### config.mk
export PLATFORM = sky130hd
export DESIGN_NAME = stack_alu_sequencer
export DESIGN_NICKNAME = d
export VERILOG_FILES = /design/src/rtl/stack_alu_sequencer.sv
export SDC_FILE = /design/constraint.sdc
export NUM_CORES = 1
export LEC_CHECK = 0
export CORE_MARGIN = 8
export CORE_UTILIZATION = 30
export CTS_CLUSTER_SIZE = 28
export DETAILED_ROUTE_END_ITERATION = 10
export GPL_TIMING_DRIVEN = 0
export PLACE_DENSITY = 0.54
export SYNTH_ARGS = -nofsm -noshare
export SYNTH_HDL_FRONTEND = slang
export SYNTH_SLANG_ARGS = --single-unit
### constraint.sdc
create_clock -name clock -period 2.67 [get_ports clock]
set_input_delay 0.534 -clock clock [delete_from_list [all_inputs] [get_ports clock]]
set_output_delay 0.534 -clock clock [all_outputs]
set_load 0.005 [all_outputs]
### src/rtl/stack_alu_sequencer.sv
// stack_alu_sequencer: sequences stack-machine instructions against an external program stack.
module stack_alu_sequencer #(
  parameter int WIDTH = 18
) (
  input  logic             clock,
  input  logic             reset,
  input  logic             instr_valid,
  output logic             instr_ready,
  input  logic [2:0]       instr_op,
  input  logic [WIDTH-1:0] instr_imm,
  input  logic [WIDTH-1:0] stk_top,
  input  logic             stk_empty,
  input  logic             stk_err,
  output logic [WIDTH-1:0] stk_data,
  output logic             stk_push,
  output logic             stk_pop,
  output logic             instr_done,
  output logic             err,
  output logic [1:0]       err_code
);
  localparam logic [2:0] OP_NOP = 3'd0, OP_PUSH = 3'd1, OP_POP = 3'd2, OP_DUP = 3'd3;
  localparam logic [2:0] OP_ADD = 3'd4, OP_SUB = 3'd5, OP_AND = 3'd6;
  typedef enum logic [2:0] {IDLE, FETCH_A, FETCH_B, WRITE, ERROR} state_t;
  state_t state, state_n;
  logic [2:0] op, op_n;
  logic [WIDTH-1:0] a, a_n, b, b_n, data_n;
  logic push_n, pop_n, done_n;
  logic [1:0] code_n;
  // Requests are registered, so the first pop is decided at acceptance while the stack is stable.
  always_comb begin
    state_n = state;
    op_n = op;
    a_n = a;
    b_n = b;
    data_n = stk_data;
    push_n = 1'b0;
    pop_n = 1'b0;
    done_n = 1'b0;
    code_n = err_code;
    if (state != ERROR && stk_err) begin
      state_n = ERROR;
      code_n = 2'b10;
    end else begin
      case (state)
        IDLE: if (instr_valid && instr_ready) begin
          op_n = instr_op;
          state_n = instr_op == OP_NOP ? IDLE : instr_op == OP_PUSH ? WRITE : FETCH_A;
          push_n = instr_op == OP_PUSH;
          data_n = instr_op == OP_PUSH ? instr_imm : stk_data;
          pop_n = !stk_empty && instr_op != OP_NOP && instr_op != OP_PUSH && instr_op != OP_DUP;
          done_n = instr_op == OP_NOP || instr_op == OP_PUSH || (instr_op == OP_POP && !stk_empty);
        end
        FETCH_A: if (stk_empty) begin
          state_n = ERROR;
          code_n = 2'b01;
        end else begin
          a_n = stk_top;
          state_n = op == OP_POP ? IDLE : op == OP_DUP ? WRITE : FETCH_B;
          push_n = op == OP_DUP;
          done_n = op == OP_DUP;
          data_n = op == OP_DUP ? stk_top : stk_data;
          pop_n = op != OP_POP && op != OP_DUP;
        end
        FETCH_B: if (stk_empty) begin
          state_n = ERROR;
          code_n = 2'b01;
        end else begin
          b_n = stk_top;
          state_n = WRITE;
          push_n = 1'b1;
          done_n = 1'b1;
          data_n = op == OP_ADD ? b_n + a : op == OP_SUB ? b_n - a : op == OP_AND ? b_n & a : b_n ^ a;
        end
        WRITE: state_n = IDLE;
        ERROR: state_n = ERROR;
        default: state_n = IDLE;
      endcase
    end
  end
  always_ff @(posedge clock) begin
    if (reset) begin
      state <= IDLE;
      op <= OP_NOP;
      a <= '0;
      b <= '0;
      stk_data <= '0;
      stk_push <= 1'b0;
      stk_pop <= 1'b0;
      instr_done <= 1'b0;
      instr_ready <= 1'b0;
      err <= 1'b0;
      err_code <= 2'b00;
    end else begin
      state <= state_n;
      op <= op_n;
      a <= a_n;
      b <= b_n;
      stk_data <= data_n;
      stk_push <= push_n;
      stk_pop <= pop_n;
      instr_done <= done_n;
      instr_ready <= state_n == IDLE;
      err <= state_n == ERROR;
      err_code <= code_n;
    end
  end
endmodule

==> results.json, run 1 <==
{
  "critPathLaunchType": "input port",
  "coreArea_um2": 15300,
  "critical_path_arrival_ns": 2.84,
  "worst_slew_pin_slew_ns": 0.926,
  "wl_per_cell_um": 20.6,
  "power_leakage_nw": 2.21,
  "cts_tree": "done",
  "boundaryPins": 69,
  "antenna_found_initial": 0,
  "rr_worst_depth": 9,
  "hpwl_um": 13900,
  "drt_iter0_markers": 566,
  "crit_fanout": 10,
  "cp_slowest_stage_delay_ns": 0.35,
  "mostFrequentLayoutCells": "nand2_1 (72), nor2_1 (63), a21oi_1 (57)",
  "rsz0062_at_grt": "yes",
  "period_minus_slack_ns": 2.63,
  "vias_per_cell": 5.65,
  "drc": 0,
  "synthCells": 631,
  "clock_sinks": 49,
  "clock_latency_ns": 0.31,
  "ant_nets": 0,
  "synthToLayoutAreaGrowth_pct": 33.7,
  "grt_max_degree": 18,
  "die_h_um": 141,
  "synthesis.nets": 712,
  "power_w": 0.00191,
  "ys_types": 79,
  "num_rows": 45,
  "relSlewSlack_pct": 38.0,
  "cts_buffers": 5,
  "ys_async_sr_fraction_pct": 0,
  "place.gp.congestion": 0.935,
  "cap_violations": 0,
  "nNetsFinal": 800,
  "critical_path_class": "input port to flip-flop",
  "clockBufferDepth": 2,
  "post-route-period-util_pct": 98.6,
  "drt-total-wl_um": 19200,
  "crit_top_cell": "buf_4",
  "layout_commonest_cell": "nand2_1",
  "fin_util_pct": 41.2,
  "die-area_um2": 19900,
  "yosys_warnings": 0,
  "cp.required_ns": 2.87,
  "finalSetupTns_ns": 0,
  "ys_seq_elements": 49,
  "grt_pass1_vias": 5116,
  "synth.avg_cell_area_um2": 7.44,
  "synth_edf_count": 0,
  "setup_violations": 0,
  "yosys.area.top_type_share_pct": 20.9,
  "grt.total_usage_pct": 18.7,
  "finalClockSkew_ns": 0.00900,
  "drive_above_1_share_pct": 17.5,
  "power.density_nw_per_um2": 304,
  "port_buffers": 67,
  "dr.pass1.iters": 5,
  "grt_first_pass_wirelength_um": 29300,
  "yosys-top-cells-area": "dfxtp_1 (21%), ha_1 (9.3%), a21oi_1 (6.2%)",
  "clkSlewWorstSetupHoldPaths_ns": 0.08,
  "hold_depth": 2,
  "hold_violations": 0,
  "cp_slowest_cell": "mux2_2",
  "synthesis.area_um2": 4700,
  "synth_ff_type": "dfxtp_1",
  "h-tree-depth": 2,
  "start_util_pct": 30.8,
  "end_kind": "flip-flop",
  "slew_viol_final": 0,
  "die_w_um": 141,
  "synth_area_leader_cell": "dfxtp_1",
  "hold_path_class": "flip-flop to flip-flop",
  "yosysSeqAreaShare_pct": 20.9,
  "diodes": 0,
  "num_vias": 5264,
  "outcome": "complete, no violations",
  "clockRootBuffer": "clkbuf_16",
  "max_freq_ghz": 0.380,
  "overflow": 0,
  "path_cells": "dlygate4sd2_1 -> ha_4 -> buf_6 -> clkinvlp_4 -> o21bai_1 -> o41ai_2 -> buf_4 -> buf_4 -> a21oi_1 -> mux2_2 -> a31oi_1 -> a211oi_1",
  "peakVddDrop_mv": 0.221
}
## critical path, delay by kind of cell
kind	cells	cell delay [ns]
buffers and inverters	5	0.92
AOI/OAI and AO/OA	5	0.72
muxes	1	0.35
adders and majority gates	1	0.31
## metal layers
layer	vias to the layer above	part of all wire, %	track usage [%]
li1	2495	-	-
met1	2521	44	24.2
met2	217	47	31.0
met3	31	6.5	2.50
met4	0	2.3	7.13
met5	-	0	0
## through the flow
stage | hold WS (ns) | area [um^2] | setup slack [ns] | instances
floorplan | 0.441 | 4700 | 0.00216 | 631
detailed placement | 0.460 | 5630 | -1.09 | 909
finish | 0.465 | 6280 | 0.0365 | 931
global route | 0.487 | 6280 | -0.0452 | 931
CTS | 0.473 | 6080 | -0.0617 | 924
global placement | 0.446 | 5630 | -1.05 | 909
## repair_timing
action | in CTS | in global routing
buffers inserted | 7 | 6
resized for setup | 71 | 63
gates cloned | 0 | 1
hold buffers | 0 | 0
pin swaps | 12 | 30
endpoints found under the setup margin | 27 | 28
## layout make-up
class	count	area [um^2]
buffer	38	214
clock buffer	5	125
clock inverter	3	26.3
fill	1590	8980
inverter	37	143
multi-input combinational	507	3760
sequential	49	987
tap	211	264
timing repair buffer	81	763
## flip-flops by register name, summed over array words and instances, names as in the netlist
name / count
stk_pop: 1
stk_data: 18
a: 18
state: 3
stk_push: 1
err_code: 2
err: 1
instr_ready: 1
op: 3
instr_done: 1
## worst paths after layout
| kind | startpoint | to | slack, ns |
|---|---|---|---|
| min | err_code[0] | err_code[0] | 0.46 |
| max | stk_top[12] | stk_data[17] | 0.04 |
| max reg2reg | a[0] | stk_data[12] | 0.09 |
| min reg2reg | err_code[0] | err_code[0] | 0.46 |
## where the power goes
group          internal, W  switching (W)  leakage [nW]
clock             0.000356       0.000347        0.0680
combinational     0.000203       0.000259          1.75
sequential        0.000738     0.00000653         0.398
total              0.00130       0.000613          2.21
## synth_stat cells (all sizes together) (4+ instances only)
cell type	n
a2111oi	5
a211oi	20
a21o	10
a21oi	59
a221o	6
a221oi	18
a22oi	4
a311oi	5
a31oi	4
and3	6
buf	12
clkbuf	26
dfxtp	49
ha	35
inv	37
mux2i	11
nand2	72
nand2b	9
nand3	6
nand3b	4
nand4	4
nor2	69
nor2b	17
nor3	12
nor3b	4
nor4	7
o21ai	41
o21bai	5
o221ai	4
o31ai	9
or3	6
xnor2	9
## kinds of logic after synthesis
family	synth area share, %
AND/OR/NAND/NOR	23.8
adder cells (fa/ha/maj)	10.2
flip-flops	20.9
XOR/XNOR	1.68
buffers and inverters	6.55
AO/OA/AOI/OAI	34.3
multiplexers	2.58
Note: power is estimated with default switching activity, not from simulation.
==> run 2, diff against run 1 <==
CORE_UTILIZATION = 51   (was 30)
PLACE_DENSITY = 0.82   (was 0.54)
==> run 2 against run 1 <==
Compared with the run above: the flow now finishes with violations (negative setup slack); final cell count is 11% lower; first-iteration DRC count shrank 2.7%; combinational power shrank 3%; clock power fell by 29%; sequential share of layout area up 0.59 points; fmax fell by 2.2%.
==> results.json, run 2 (same netlist as run 1, synthesis figures left out) <==
{
  "p_sw_share_pct": 33.4,
  "power.density_nw_per_um2": 280,
  "clockPowerShare_pct": 29.4,
  "peakVddDrop_mv": 0.177,
  "place_area_um2": 5510,
  "dp.cells": 809,
  "layout_commonest_cell": "nand2_1",
  "max_freq_ghz": 0.371,
  "power_w": 0.00169,
  "setup_violations": 1,
  "path_cells": "clkbuf_1 -> nor2_2 -> nand2_1 -> or3_1 -> nor3_1 -> a21oi_1 -> a221oi_1",
  "drive_above_1_share_pct": 15.1,
  "p_sw_w": 0.000565,
  "clock_latency_ns": 0.32,
  "grt_pass1_vias": 5095,
  "critical_path_arrival_ns": 2.92,
  "grt.total_usage_pct": 26.9,
  "num_rows": 35,
  "cts_buffers": 5,
  "boundaryPins": 69,
  "clockRootBuffer": "clkbuf_8",
  "crit_fanout": 10,
  "nNetsFinal": 800,
  "hold_buffers": 0,
  "drt-total-wl_um": 17900,
  "ant_nets": 0,
  "cp.required_ns": 2.89,
  "antenna_found_initial": 0,
  "intPower_w": 0.00112,
  "overflow": 0,
  "start_util_pct": 51.8,
  "post-route-period-util_pct": 101,
  "design_area_um2": 6040,
  "rsz0062_at_grt": "yes",
  "vias_per_cell": 6.48,
  "pwr-share-seq_pct": 44.1,
  "clock_sinks": 49,
  "clockBufferDepth": 2,
  "wl_per_cell_um": 21.6,
  "relSlewSlack_pct": 40.7,
  "pwr-share-comb_pct": 26.6,
  "period_minus_slack_ns": 2.69,
  "worst_slew_pin_slew_ns": 0.889,
  "n_fill_cell": 830,
  "cts_tree": "done",
  "finalClockSkew_ns": 0.0118,
  "cp_slowest_stage_delay_ns": 0.57,
  "place.gp.congestion": 0.972,
  "critPathLaunchType": "flip-flop",
  "power_leakage_nw": 2.18,
  "slew_viol_final": 0,
  "num_vias": 5386,
  "grt_max_degree": 18,
  "critical_path_class": "flip-flop to flip-flop",
  "end_kind": "flip-flop",
  "grt_first_pass_wirelength_um": 27200,
  "ff_latch_area_um2": 985,
  "dr.pass1.iters": 7,
  "cp_slowest_cell": "nor2_2",
  "top_regs": "a (18), stk_data (18)",
  "cap_violations": 0,
  "die_h_um": 112,
  "drc": 0,
  "synthToLayoutAreaGrowth_pct": 28.6,
  "fin_hold_ws_ns": 0.468,
  "mostFrequentLayoutCells": "nand2_1 (72), nor2_1 (62), a21oi_1 (57)",
  "violations": "negative setup slack",
  "die_w_um": 112,
  "outcome": "complete, but fails checks",
  "final_cells": 831,
  "hpwl_um": 13000,
  "diodes": 0,
  "hold_violations": 0,
  "h-tree-depth": 2,
  "drt_iter0_markers": 551,
  "multiInputGateArea_um2": 3690,
  "die-area_um2": 12500,
  "fin_ws_ns": -0.0236,
  "port_buffers": 67,
  "clkSlewWorstSetupHoldPaths_ns": 0.11,
  "hold_path_class": "flip-flop to flip-flop",
  "coreArea_um2": 9060
}
-- run 2: critical path, delay by kind of cell (launching register included) --
kind                   cells  cell delay, ns
AO/OA/AOI/OAI              2            0.37
buffers and inverters      1            0.31
flip-flops                 1            0.35
AND/OR/NAND/NOR            4            1.56
-- run 2: final cells by class --
cell class,count,share of cell area (%)
buffer,38,3.44
multi-input combinational,507,61.2
sequential,49,16.3
clock inverter,3,0.435
inverter,37,2.36
timing repair buffer,81,12.8
clock buffer,5,1.14
tap,111,2.30
-- run 2: worst paths after layout --
check / cells past startpoint / endpoint / slack, ns / start
worst max-delay path: 7 / stk_data[14] / -0.02 / op[1]
worst min-delay path: 2 / err_code[0] / 0.47 / err_code[0]
worst max register to register: 7 / stk_data[14] / -0.02 / op[1]
worst min register to register: 2 / err_code[0] / 0.47 / err_code[0]
-- run 2: power by group through the flow --
stage | registers [W] | clock network (W) | logic (W)
after floorplan | 0.000762 | 0 | 0.000220
after global placement | 0.000762 | 0 | 0.000376
after detailed placement | 0.000763 | 0 | 0.000383
after CTS | 0.000746 | 0.000506 | 0.000417
after global routing | 0.000746 | 0.000520 | 0.000477
final | 0.000745 | 0.000496 | 0.000449
-- run 2: layer usage --
metal	routed length [um]	track usage, %	vias to the layer above	share of wire (%)
li1	-	-	2492	-
met1	7610	35.0	2564	42
met2	8280	44.0	280	46
met3	1510	3.84	50	8.4
met4	536	10.4	0	3.0
met5	0	0	-	0
-- run 2: through the flow --
step	setup slack (ns)	setup TNS, ns	util, %
after global routing	-0.0845	-0.188	66.6
after CTS	-0.0137	-0.0137	64.4
final	-0.0236	-0.0236	66.6
after global placement	-0.989	-11.55	60.7
after detailed placement	-0.993	-12.42	60.7
after floorplan	0.00216	0	-
-- run 2: timing repair --
action / 4_1_cts / 5_1_grt
setup endpoints to repair: 16 / 28
pin swaps: 13 / 23
setup buffers: 4 / 10
gates resized for setup: 65 / 36
